--- config.mk ---
export PLATFORM = sky130hd
export DESIGN_NAME = traffic_conflict_monitor_flat
export DESIGN_NICKNAME = d
export VERILOG_FILES = /design/src/rtl/traffic_conflict_monitor_pkg.sv /design/src/rtl/traffic_conflict_monitor_if.sv /design/src/rtl/traffic_conflict_monitor_lamp_check.sv /design/src/rtl/traffic_conflict_monitor.sv /design/src/flat_wrapper.sv
export SDC_FILE = /design/constraint.sdc
export NUM_CORES = 1
export LEC_CHECK = 0
export BUFFER_PORTS_ARGS = -buffer_cell sky130_fd_sc_hd__clkbuf_2
export CAP_MARGIN = 25
export CORE_MARGIN = 2
export CORE_UTILIZATION = 37
export CTS_CLUSTER_DIAMETER = 80
export DETAILED_ROUTE_END_ITERATION = 10
export PLACE_DENSITY = 0.66
export SYNTH_ARGS = -nofsm -noshare
export SYNTH_HDL_FRONTEND = slang
export SYNTH_HIERARCHICAL = 1
export SYNTH_SLANG_ARGS = --single-unit
--- constraint.sdc ---
create_clock -name clk -period 3.1 [get_ports clk]
set_input_delay 0.465 -clock clk [delete_from_list [all_inputs] [get_ports clk]]
set_output_delay 0.465 -clock clk [all_outputs]
set_load 0.05 [all_outputs]
--- src/rtl/traffic_conflict_monitor_pkg.sv ---
// Shared definitions for the traffic conflict monitor.
// Holds the lamp encodings ({red,yellow,green}), the fault cause codes,
// the monitor state type and two small lamp helpers.
package traffic_conflict_monitor_pkg;

  localparam logic [2:0] RED = 3'b100;
  localparam logic [2:0] YEL = 3'b010;
  localparam logic [2:0] GRN = 3'b001;
  localparam logic [2:0] OFF = 3'b000;

  localparam logic [1:0] FC_NONE     = 2'd0;
  localparam logic [1:0] FC_ENC      = 2'd1;
  localparam logic [1:0] FC_CONFLICT = 2'd2;
  localparam logic [1:0] FC_SEQ      = 2'd3;

  typedef enum logic [1:0] {
    ST_RECOVER = 2'd0,
    ST_MONITOR = 2'd1,
    ST_FAULT   = 2'd2
  } state_t;

  function automatic logic lamp_legal(input logic [2:0] v);
    return (v == RED) || (v == YEL) || (v == GRN);
  endfunction

  // Next aspect in the only permitted cycle R -> G -> Y -> R.
  function automatic logic [2:0] lamp_advance(input logic [2:0] v);
    case (v)
      RED:     return GRN;
      GRN:     return YEL;
      default: return RED;
    endcase
  endfunction

endpackage

--- src/rtl/traffic_conflict_monitor_if.sv ---
// Lamp bus between controller, monitor and field hardware.
//   light_M1/M2/MT/S : lamp commands from the controller
//   clr_fault        : operator request to leave the fault state
//   out_M1/M2/MT/S   : lamp drive towards the field
//   fault, fault_code: fault indication and latched cause
// master = controller/operator side, slave = monitor side.
interface traffic_conflict_monitor_if;
  logic [2:0] light_M1;
  logic [2:0] light_M2;
  logic [2:0] light_MT;
  logic [2:0] light_S;
  logic       clr_fault;
  logic [2:0] out_M1;
  logic [2:0] out_M2;
  logic [2:0] out_MT;
  logic [2:0] out_S;
  logic       fault;
  logic [1:0] fault_code;

  modport master (
    output light_M1, light_M2, light_MT, light_S, clr_fault,
    input  out_M1, out_M2, out_MT, out_S, fault, fault_code
  );

  modport slave (
    input  light_M1, light_M2, light_MT, light_S, clr_fault,
    output out_M1, out_M2, out_MT, out_S, fault, fault_code
  );
endinterface

--- src/rtl/traffic_conflict_monitor_lamp_check.sv ---
// Per-lamp checker.
//   cur     : lamp command this cycle
//   prev    : registered lamp command of the previous cycle
//   enc_err : cur is not a single-lamp encoding
//   seq_err : cur is not a hold or the next step of R -> G -> Y -> R
// A step from or to an illegal code is left to the encoding check, so a
// one-cycle glitch does not also count as a sequence error when it ends.
module lamp_check
  import traffic_conflict_monitor_pkg::*;
(
  input  logic [2:0] cur,
  input  logic [2:0] prev,
  output logic       enc_err,
  output logic       seq_err
);

  logic step_ok;

  assign enc_err = !lamp_legal(cur);
  assign step_ok = (cur == prev) || (cur == lamp_advance(prev));
  assign seq_err = lamp_legal(cur) && lamp_legal(prev) && !step_ok;

endmodule

--- src/rtl/traffic_conflict_monitor.sv ---
// Conflict monitor sitting between a traffic light controller and the
// field lamps. After reset or a fault clear it drives solid red for
// RECOVER_CYC cycles, then passes lamp commands through with one cycle of
// latency. Encoding, conflicting-green and sequence violations persisting
// for FAULT_FILT cycles latch a fault: all lamps then flash red with a
// half-period of FLASH_HALF cycles until the operator clears it on a
// clean cycle.
//   clk, rst : clock, synchronous active-high reset
//   bus      : lamp bus, slave side
module traffic_conflict_monitor
  import traffic_conflict_monitor_pkg::*;
#(
  parameter int FAULT_FILT  = 2,
  parameter int FLASH_HALF  = 5,
  parameter int RECOVER_CYC = 8
) (
  input  logic                       clk,
  input  logic                       rst,
  traffic_conflict_monitor_if.slave  bus
);

  localparam logic [3:0] FILT_MAX   = 4'(FAULT_FILT);
  localparam logic [7:0] RCV_LAST   = 8'(RECOVER_CYC - 1);
  localparam logic [7:0] FLASH_H    = 8'(FLASH_HALF);
  localparam logic [7:0] FLASH_LAST = 8'(2 * FLASH_HALF - 1);

  // Lamp index: 0 = M1, 1 = M2, 2 = MT, 3 = S.
  logic [3:0][2:0] cur;
  logic [3:0][2:0] prev_p1, out_p1, out_n;
  logic [3:0]      enc_err, seq_err, grn;
  logic            conflict, viol;
  logic [1:0]      cause, code, code_n;
  logic [3:0]      filt, filt_n, filt_inc;
  logic [7:0]      rcnt, rcnt_n, fcnt, fcnt_n;
  state_t          state, state_n;

  assign cur = {bus.light_S, bus.light_MT, bus.light_M2, bus.light_M1};

  for (genvar i = 0; i < 4; i++) begin : g_lamp
    lamp_check u_lamp_check (
      .cur     (cur[i]),
      .prev    (prev_p1[i]),
      .enc_err (enc_err[i]),
      .seq_err (seq_err[i])
    );
    assign grn[i] = (cur[i] == GRN);
  end

  assign conflict = (grn[3] && (grn[0] || grn[1] || grn[2])) || (grn[2] && grn[1]);
  assign viol     = (|enc_err) || conflict || (|seq_err);
  assign cause    = (|enc_err) ? FC_ENC :
                    conflict   ? FC_CONFLICT :
                    (|seq_err) ? FC_SEQ : FC_NONE;
  assign filt_inc = (filt == FILT_MAX) ? filt : filt + 4'd1;

  always_comb begin
    state_n = state;
    rcnt_n  = rcnt;
    filt_n  = '0;
    fcnt_n  = fcnt;
    code_n  = code;
    out_n   = {4{RED}};
    case (state)
      ST_RECOVER: begin
        if (rcnt == RCV_LAST) begin
          state_n = ST_MONITOR;
          rcnt_n  = '0;
          out_n   = cur;
        end else begin
          rcnt_n = rcnt + 8'd1;
        end
      end
      ST_MONITOR: begin
        filt_n = viol ? filt_inc : 4'd0;
        if (viol && (filt_inc == FILT_MAX)) begin
          state_n = ST_FAULT;
          code_n  = cause;
          fcnt_n  = '0;
          filt_n  = '0;
        end else begin
          out_n = cur;
        end
      end
      ST_FAULT: begin
        if (bus.clr_fault && !viol) begin
          state_n = ST_RECOVER;
          rcnt_n  = '0;
          fcnt_n  = '0;
          code_n  = FC_NONE;
        end else begin
          fcnt_n = (fcnt == FLASH_LAST) ? 8'd0 : fcnt + 8'd1;
          out_n  = (fcnt_n < FLASH_H) ? {4{RED}} : {4{OFF}};
        end
      end
      default: state_n = ST_RECOVER;
    endcase
  end

  always_ff @(posedge clk) begin
    if (rst) begin
      state   <= ST_RECOVER;
      rcnt    <= '0;
      filt    <= '0;
      fcnt    <= '0;
      code    <= FC_NONE;
      prev_p1 <= {4{RED}};
      out_p1  <= {4{RED}};
    end else begin
      state   <= state_n;
      rcnt    <= rcnt_n;
      filt    <= filt_n;
      fcnt    <= fcnt_n;
      code    <= code_n;
      prev_p1 <= cur;
      out_p1  <= out_n;
    end
  end

  assign bus.out_M1     = out_p1[0];
  assign bus.out_M2     = out_p1[1];
  assign bus.out_MT     = out_p1[2];
  assign bus.out_S      = out_p1[3];
  assign bus.fault      = (state == ST_FAULT);
  assign bus.fault_code = code;

endmodule

--- src/flat_wrapper.sv ---
// flat-port wrapper written by rule: the top's interface ports become plain ports
module traffic_conflict_monitor_flat import traffic_conflict_monitor_pkg::*;
#(
  parameter int FAULT_FILT  = 2,
  parameter int FLASH_HALF  = 5,
  parameter int RECOVER_CYC = 8
)
  (clk, rst, bus_light_M1, bus_light_M2, bus_light_MT, bus_light_S, bus_clr_fault, bus_out_M1, bus_out_M2, bus_out_MT, bus_out_S, bus_fault, bus_fault_code);
  traffic_conflict_monitor_if bus_i ();
  input  logic clk;
  input  logic rst;
  input wire logic [$bits(bus_i.light_M1)-1:0] bus_light_M1;
  input wire logic [$bits(bus_i.light_M2)-1:0] bus_light_M2;
  input wire logic [$bits(bus_i.light_MT)-1:0] bus_light_MT;
  input wire logic [$bits(bus_i.light_S)-1:0] bus_light_S;
  input wire logic [$bits(bus_i.clr_fault)-1:0] bus_clr_fault;
  output wire logic [$bits(bus_i.out_M1)-1:0] bus_out_M1;
  output wire logic [$bits(bus_i.out_M2)-1:0] bus_out_M2;
  output wire logic [$bits(bus_i.out_MT)-1:0] bus_out_MT;
  output wire logic [$bits(bus_i.out_S)-1:0] bus_out_S;
  output wire logic [$bits(bus_i.fault)-1:0] bus_fault;
  output wire logic [$bits(bus_i.fault_code)-1:0] bus_fault_code;
  assign bus_i.light_M1 = bus_light_M1;
  assign bus_i.light_M2 = bus_light_M2;
  assign bus_i.light_MT = bus_light_MT;
  assign bus_i.light_S = bus_light_S;
  assign bus_i.clr_fault = bus_clr_fault;
  assign bus_out_M1 = bus_i.out_M1;
  assign bus_out_M2 = bus_i.out_M2;
  assign bus_out_MT = bus_i.out_MT;
  assign bus_out_S = bus_i.out_S;
  assign bus_fault = bus_i.fault;
  assign bus_fault_code = bus_i.fault_code;
  traffic_conflict_monitor #(.FAULT_FILT(FAULT_FILT), .FLASH_HALF(FLASH_HALF), .RECOVER_CYC(RECOVER_CYC)) u_core (.clk(clk), .rst(rst), .bus(bus_i));
endmodule
==> results.cfg, run 1 <==
[synth]
synth_area_mm2 = 0.00262
synth-seq-cells = 48
yosysSeqAreaShare_pct = 36.6
yosys_most_used_dff = dfxtp_1
async_flop_share_pct = 0
syn_avg_cell_area_um2 = 8.92
synth-edff-count = 0
synth_fp_nets = 319
synth_cell_types = 59
syn-instance-count = 294
yosysWarnings = 6

[detailed_routing]
drc = 0
wl_per_cell_um = 13.1
detail-route-antenna-nets = 0
first_pass_iters = 4
drtIter0Drc = 95
viasPerCell = 5.20
num_vias = 2199
totalWireLength_mm = 5.55

[sta]
period_share_pct = 79.5
skew_ps = 6.01
rsz0062_at_grt = no
drv_slew = 0
tightest_slew_ps = 608
slew_headroom_pct = 59.3
tns_ps = 0
setup_violations = 0
min_period_ps = 2460
fmax_mhz = 406
hold_viol = 0

[setup_path]
cp_max_fo = 8
crit_type = register to register
reg2reg_from = u_core/prev_p1[5]
slowest_delay_ps = 450
crit_required_ps = 3270
rrSetupSlack_ps = 640
reg2reg_to = u_core/rcnt[7]
path_buf_inv = 0
worstRegToRegCells = 9
crit_slowest_cell = nor4_2
cp_cell_sequence = and4bb_1 -> nor2_1 -> o31ai_2 -> nor4_2 -> and3_1 -> o211ai_2 -> a2111oi_2 -> xnor2_1 -> nor2_1
worstPathArrival_ps = 2640
cp_common_cell = nor2_1
cp-start-kind = register
critPathTopFamily = simple AND/OR/NAND/NOR gates
crit_path_end_kind = register

[clocking]
cts_resized = 0
cts_made_buffers = 5
clkTransAtPathRegs_ps = 90
root_buffer = clkbuf_8
clk_latency_ps = 300
clock-sinks = 48
cts_tree = yes
clockBufferDepth = 2
cts_setup_buffers = 0
cts_htree_levels = 2
cts_hold_buf = 0

[min_path]
min_path_type = register to register
hold_path_depth = 2
min_from = u_core/bus.fault_code[1]
hold_end = u_core/bus.fault_code[1]

[power]
p_sw_share_pct = 22.4
combPwrFrac_pct = 7.5
p_total_mw = 1.28
powerDensity_mw_per_mm2 = 424
peakVddDrop_mv = 0.169
seq_power_share_pct = 49.9
clockPowerShare_pct = 42.6
p_sw_uw = 287
power.internal_uw = 993
p_leak_nw = 1.17

[floorplan]
ios = 30
start_util_pct = 38.4
rows = 30
core_area_mm2 = 0.00683
die_h_um = 88.2
die-area_mm2 = 0.00778
chipWidth_um = 88.2

[layout]
fin_nets = 351
syn_to_final_growth_pct = 15.1
fin_area_mm2 = 0.00302
insertedDiodeCount = 0
fill_cells = 712
drive_gt1_share_pct = 19.9

[global_routing]
grt_max_degree = 21
grt_pass1_vias = 2062
overflow = 0
grt_pass1_wl_mm = 9.40
track_usage_pct = 15.3
antenna_found_initial = 0

[place]
place_area_mm2 = 0.00288
port_buffers = 29
hpwl_mm = 4.02
place_congestion = 0.840

[run_status]
status = completed

[flow_run]
max-cap-violations = 0
## cell usage after synthesis (3+ instances only)
cell,n,area (um2)
nand2_1,18,67.6
nor2_1,45,169
xnor2_1,11,96.3
or2_2,5,31.3
o32ai_1,3,26.3
a21oi_1,14,70.1
dfxtp_1,48,961
inv_1,9,33.8
and2_1,8,50.1
nand4_1,5,31.3
xor2_1,3,26.3
o21ai_1,8,40.0
o31ai_2,4,50.1
nor2b_1,10,62.6
clkbuf_1,6,22.5
and4bb_1,8,100
ha_1,10,125
o21ai_0,5,25.0
nor3_1,8,40.0
mux2i_1,4,40.0
and3_1,3,18.8
nand3_1,10,50.1
## kinds of logic after synthesis
family,share of synthesized area (%)
fa+ha+maj,4.77
simple gates,31.2
compound gates,18.8
mux,1.53
flops,36.6
buf+inv,2.43
xor+xnor,4.68
## metal layers
| layer | wire length (um) | global-route usage, % | vias to the layer above |
|---|---|---|---|
| met5 | 0 | 0 | - |
| met4 | 37 | 4.96 | 0 |
| met3 | 266 | 3.58 | 2 |
| met2 | 2580 | 24.4 | 48 |
| met1 | 2670 | 20.4 | 1028 |
| li1 | - | - | 1121 |
## worst max-delay path by stage
stage                 startpoint  cells past startpoint             end  slack, ps
6_report       u_core/prev_p1[5]                      9  u_core/rcnt[7]        640
5_1_grt        u_core/prev_p1[5]                      9  u_core/rcnt[7]        460
4_1_cts        u_core/prev_p1[5]                      9  u_core/rcnt[7]        660
3_5_place_dp     bus_light_M2[2]                     10  u_core/rcnt[7]        380
3_3_place_gp     bus_light_M2[2]                     10  u_core/rcnt[7]        460
2_1_floorplan    bus_light_M2[2]                      9  u_core/rcnt[7]        810
## stage by stage
| step | setup slack, ps | hold slack [ps] | util [%] | cells |
|---|---|---|---|---|
| 3_3_place_gp | 461 | 460 | 42.2 | 415 |
| 5_1_grt | 458 | 471 | 44.2 | 423 |
| 4_1_cts | 657 | 458 | 44.2 | 423 |
| 6_report | 635 | 472 | 44.2 | 423 |
| 3_5_place_dp | 381 | 467 | 42.2 | 415 |
| 2_1_floorplan | 806 | 468 | - | 294 |
## layout by cell type (no fill, tap or decap), types with 9 or more instances in the layout
cell type,n
clkbuf_2,29
nand2_1,18
nor2b_1,10
inv_1,9
dfxtp_1,48
xnor2_1,11
a21oi_1,14
nor2_1,45
ha_1,10
nand3_1,10
## power groups by stage
stage	sequential, mW	combinational (mW)	clock (mW)
floorplan	0.653	0.0590	0
global placement	0.652	0.0940	0
detailed placement	0.653	0.0960	0
CTS	0.638	0.0963	0.560
global route	0.641	0.108	0.586
finish	0.638	0.0961	0.545
## area by class of cell
cell class	count	area (um2)	area share (%)
multi-input combinational	229	1600	52.9
sequential	48	961	31.8
timing repair buffer	31	160	5.31
tap	96	120	3.98
clock buffer	5	68.8	2.28
clock inverter	3	68.8	2.28
inverter	11	41.3	1.37
## registers in the layout, indices dropped and copies added, names as in the netlist
signal / count
u_core/bus.out_S: 3
u_core/bus.out_MT: 3
u_core/fcnt: 8
u_core/bus.out_M1: 3
u_core/filt: 4
u_core/prev_p1: 12
u_core/state: 2
u_core/bus.out_M2: 3
u_core/rcnt: 8
u_core/bus.fault_code: 2
## worst reg2reg max path, delay by kind of cell (launching register included)
family	cells	cell delay, ps
and+or+nand+nor	5	1130
xor gates and xnor gates	1	160
DFF	1	370
AOI/OAI and AO/OA	3	690
Power figures use the tool's default switching activity.
==> inputs of run 2 (changes only) <==
--- a/config.mk
+++ b/config.mk
@@ -11,7 +11,7 @@
 export CORE_UTILIZATION = 37
 export CTS_CLUSTER_DIAMETER = 80
 export DETAILED_ROUTE_END_ITERATION = 10
-export PLACE_DENSITY = 0.66
+export PLACE_DENSITY = 0.68
 export SYNTH_ARGS = -nofsm -noshare
 export SYNTH_HDL_FRONTEND = slang
 export SYNTH_HIERARCHICAL = 1
==> constraint.sdc (replaced) <==
create_clock -name clk -period 2.1 [get_ports clk]
set_input_delay 0.315 -clock clk [delete_from_list [all_inputs] [get_ports clk]]
set_output_delay 0.315 -clock clk [all_outputs]
set_load 0.05 [all_outputs]
==> results.cfg, run 2 (same netlist as run 1, synthesis figures left out) <==
[global_routing]
grt_max_degree = 22
track_usage_pct = 16.7
grt_pass1_vias = 2317
antenna_found_initial = 0
grt_pass1_wl_mm = 10.4
overflow = 0

[setup_path]
worstRegToRegCells = 10
worstPathArrival_ps = 2370
cp_cell_sequence = and4bb_1 -> nor2_2 -> o31ai_2 -> nor4_2 -> and3_4 -> o211ai_4 -> buf_6 -> a211oi_2 -> xnor2_1 -> nor2_1
crit_type = register to register
slowest_delay_ps = 350
crit_path_end_kind = register
crit_slowest_cell = dfxtp_2
crit_required_ps = 2310
cp_max_fo = 5
cp-start-kind = register
critPathLaunch = u_core/prev_p1[6]
reg2reg_from = u_core/prev_p1[6]

[clocking]
clk_latency_ps = 310
root_buffer = clkbuf_8
cts_hold_buf = 0
cts_made_buffers = 5
clock-sinks = 48
cts_htree_levels = 2
clockBufferDepth = 2
cts_tree = yes
clkTransAtPathRegs_ps = 90

[sta]
rsz0062_at_grt = yes
skew_ps = 4.33
tightest_slew_ps = 533
setup_violations = 17
min_period_ps = 2160
period_share_pct = 103
drv_slew = 0
slew_headroom_pct = 64.4
holdWs_ps = 249
worst_slack_ps = -63.6
hold_viol = 0
fmax_mhz = 462

[power]
p_leak_nw = 1.40
p_total_mw = 1.85
powerDensity_mw_per_mm2 = 521
peakVddDrop_mv = 0.233

[floorplan]
ios = 30
die_h_um = 88.2
core_area_mm2 = 0.00683
start_util_pct = 38.4
rows = 30
die-area_mm2 = 0.00778
chipWidth_um = 88.2

[layout]
final_cell_mix = dfxtp_1, buf_4, nor2_1
largestRegisters = u_core/prev_p1 x12, u_core/fcnt x8, u_core/rcnt x8
fin_nets = 396
layout_commonest_cell = dfxtp_1
drive_gt1_share_pct = 38.2
fill_cells = 632
regMostFlops = u_core/prev_p1
insertedDiodeCount = 0
syn_to_final_growth_pct = 35.3
largest_reg_flops = 12

[detailed_routing]
viasPerCell = 5.14
drc = 0
first_pass_iters = 4
num_vias = 2404
wl_per_cell_um = 13.8
drtIter0Drc = 102
totalWireLength_mm = 6.46
detail-route-antenna-nets = 0

[place]
post-place-ws_ps = -259
port_buffers = 29
place_congestion = 0.854
hpwl_mm = 4.33

[run_status]
status = finished with violations
violations = setup timing

[flow_run]
max-cap-violations = 0

[min_path]
hold_path_depth = 2
min_path_type = input port to register
min_from = bus_light_M1[2]
## run 2: layout make-up
| class | count | area (um2) | share of cell area [%] |
|---|---|---|---|
| multi-input cells | 229 | 1780 | 50.2 |
| flip-flops and latches | 48 | 966 | 27.2 |
| repair buffers | 76 | 517 | 14.6 |
| well taps | 96 | 120 | 3.39 |
| clock buffers | 6 | 82.6 | 2.33 |
| inverters | 11 | 41.3 | 1.16 |
| clock inverters | 2 | 38.8 | 1.09 |
## run 2: through the flow
stage | utilization [%] | setup TNS [ps] | cell area, um2 | cells
floorplan | - | -60.8 | 2630 | 294
global placement | 46.1 | -2620 | 3150 | 449
detailed placement | 46.1 | -3940 | 3150 | 449
CTS | 49.9 | -1140 | 3410 | 460
global route | 51.9 | -5010 | 3550 | 468
finish | 51.9 | -654 | 3550 | 468
## run 2: path summary, 6_finish.rpt
| path | end | slack [ps] |
|---|---|---|
| worst max-delay path | u_core/rcnt[5] | -60 |
| worst min-delay path | u_core/prev_p1[2] | 250 |
| worst max register to register | u_core/rcnt[5] | -60 |
| worst min register to register | u_core/bus.fault_code[1] | 470 |
## run 2: timing repair
item | 4_1_cts | 5_1_grt
buffers inserted | 3 | 10
gates resized for setup | 23 | 24
setup endpoints to repair | 26 | 33
pin swaps | 15 | 13
endpoints found under the hold margin | 0 | 0
cloned | 0 | 0
## run 2: routing by layer
layer  up-vias  GRT usage (%)  wire length [um]
li1       1211              -                 -
met1      1141           21.1              2960
met2        46           28.7              3200
met3         6           4.05               255
met4         0           4.13                48
met5         -              0                 0
## run 2: worst max-delay path, delay by kind of cell, from the launching register on
| family | cells | cell delay [ps] |
|---|---|---|
| AND/OR/NAND/NOR | 5 | 950 |
| flip-flops | 1 | 350 |
| XOR/XNOR | 1 | 150 |
| buffers and inverters | 1 | 160 |
| AO/OA/AOI/OAI | 3 | 460 |
## run 2: report_power, final
group | switching (mW) | internal [mW] | total [mW]
Sequential | 0.0137 | 0.930 | 0.943
Clock | 0.326 | 0.390 | 0.716
Combinational | 0.101 | 0.0866 | 0.188
Total | 0.440 | 1.41 | 1.85
==> inputs of run 3 (changes only) <==
--- a/config.mk
+++ b/config.mk
@@ -11,6 +11,7 @@
 export CORE_UTILIZATION = 37
 export CTS_CLUSTER_DIAMETER = 80
 export DETAILED_ROUTE_END_ITERATION = 10
+export MAX_ROUTING_LAYER = met4
 export PLACE_DENSITY = 0.68
 export SYNTH_ARGS = -nofsm -noshare
 export SYNTH_HDL_FRONTEND = slang
==> results.cfg, run 3 (same netlist as run 1, synthesis figures left out) <==
[run_status]
status = finished with violations
violations = setup timing

[layout]
multi_input_area_mm2 = 0.00176
syn_to_final_growth_pct = 35.1
seq_area_um2 = 971
insertedDiodeCount = 0
drive_gt1_share_pct = 38.2
fin_nets = 396
regMostFlops = u_core/prev_p1
largestRegisters = u_core/prev_p1 x12, u_core/fcnt x8, u_core/rcnt x8
fill_cells = 624
final_cell_mix = dfxtp_1, buf_4, nor2_1
fin_area_mm2 = 0.00354
layout_commonest_cell = dfxtp_1
largest_reg_flops = 12
stdcell_count = 468
fin_util_pct = 51.9

[floorplan]
die_h_um = 88.2
start_util_pct = 38.4
ios = 30
die-area_mm2 = 0.00778
core_area_mm2 = 0.00683
chipWidth_um = 88.2
rows = 30

[global_routing]
grt_pass1_vias = 2267
grt_max_degree = 19
overflow = 0
grt_pass1_wl_mm = 10.3
antenna_found_initial = 0
track_usage_pct = 17.1

[setup_path]
crit_path_end_kind = register
rrSetupSlack_ps = -70
crit_type = register to register
cp_max_fo = 5
reg2reg_to = u_core/fcnt[5]
worstRegToRegCells = 10
reg2reg_from = u_core/prev_p1[3]
worstPathArrival_ps = 2370
cp-start-kind = register
critPathLaunch = u_core/prev_p1[3]
crit_end = u_core/fcnt[5]
crit_required_ps = 2300

[sta]
skew_ps = 11.1
hold_viol = 0
worst_slack_ps = -71.6
tightest_slew_ps = 531
fmax_mhz = 460
setup_violations = 13
period_share_pct = 103
drv_slew = 0
rsz0062_at_grt = yes
slew_headroom_pct = 64.5
min_period_ps = 2170
tns_ps = -520

[clocking]
clockBufferDepth = 2
cts_tree = yes
clock-sinks = 48
clkTransAtPathRegs_ps = 100
cts_htree_levels = 2
clk_latency_ps = 310
cts_made_buffers = 5
root_buffer = clkbuf_8
cts_hold_buf = 0

[flow_run]
max-cap-violations = 0

[detailed_routing]
num_vias = 2405
detail-route-antenna-nets = 0
drtIter0Drc = 77
drc = 0
totalWireLength_mm = 6.29
wl_per_cell_um = 13.4
viasPerCell = 5.14
first_pass_iters = 4

[min_path]
min_path_type = input port to register

[power]
peakVddDrop_mv = 0.275
p_total_mw = 1.83
powerDensity_mw_per_mm2 = 516
p_leak_nw = 1.40

[place]
place_area_mm2 = 0.00315
port_buffers = 29
place_inst = 451
place_congestion = 0.869
hpwl_mm = 4.44
## run 3: how the worst min path moves through the flow
stage / start / end / slack (ps) / depth (start not counted)
final: bus_light_M1[2] / u_core/prev_p1[2] / 250 / 2
after global routing: bus_light_M1[2] / u_core/prev_p1[2] / 260 / 2
after detailed placement: u_core/bus.fault_code[1] / u_core/bus.fault_code[1] / 460 / 2
after CTS: bus_light_M1[2] / u_core/prev_p1[2] / 250 / 2
after global placement: u_core/bus.fault_code[1] / u_core/bus.fault_code[1] / 470 / 2
after floorplan: bus_light_S[2] / u_core/prev_p1[11] / 420 / 1
## run 3: critical path, stage by stage, from the launching register on
cell	delay, ps
dfxtp_2	330
and4bb_1	260
nor2_1	60
o31ai_2	280
nor4_2	90
buf_4	150
o211a_4	160
o31ai_4	260
buf_4	190
a21boi_1	200
o32ai_2	90
## run 3: through the flow
| step | setup WS, ps | hold WS (ps) |
|---|---|---|
| global placement | -185 | 466 |
| floorplan | -60.8 | 422 |
| global route | -193 | 263 |
| finish | -71.6 | 247 |
| detailed placement | -306 | 461 |
| CTS | -112 | 250 |
## run 3: area by class of cell
type | instances | share of cell area [%]
well taps | 96 | 3.39
clock inverters | 3 | 1.34
clock buffers | 5 | 1.94
flip-flops and latches | 48 | 27.4
inverters | 11 | 1.17
multi-input cells | 229 | 49.8
repair buffers | 76 | 15.0
## run 3: where the power goes
group	total [mW]	leakage [nW]	switching, mW	internal [mW]
Combinational	0.194	0.953	0.103	0.0913
Sequential	0.944	0.391	0.0138	0.930
Clock	0.692	0.0583	0.333	0.359
Total	1.83	1.40	0.449	1.38
## run 3: timing repair
action                     4_1_cts  5_1_grt
setup buffers                    3        6
gates resized for setup         17       32
pin swaps                        7        9
setup endpoints to repair       27       33
gates cloned                     0        0
hold endpoints to repair         0        0
## run 3: per-layer routing
| metal | wire [um] | global-route usage [%] | up-vias |
|---|---|---|---|
| met3 | 252 | 3.96 | 6 |
| met5 | 0 | - | - |
| met1 | 2940 | 21.1 | 1145 |
| met2 | 3050 | 28.5 | 45 |
| li1 | - | - | 1209 |
| met4 | 45 | 3.72 | 0 |
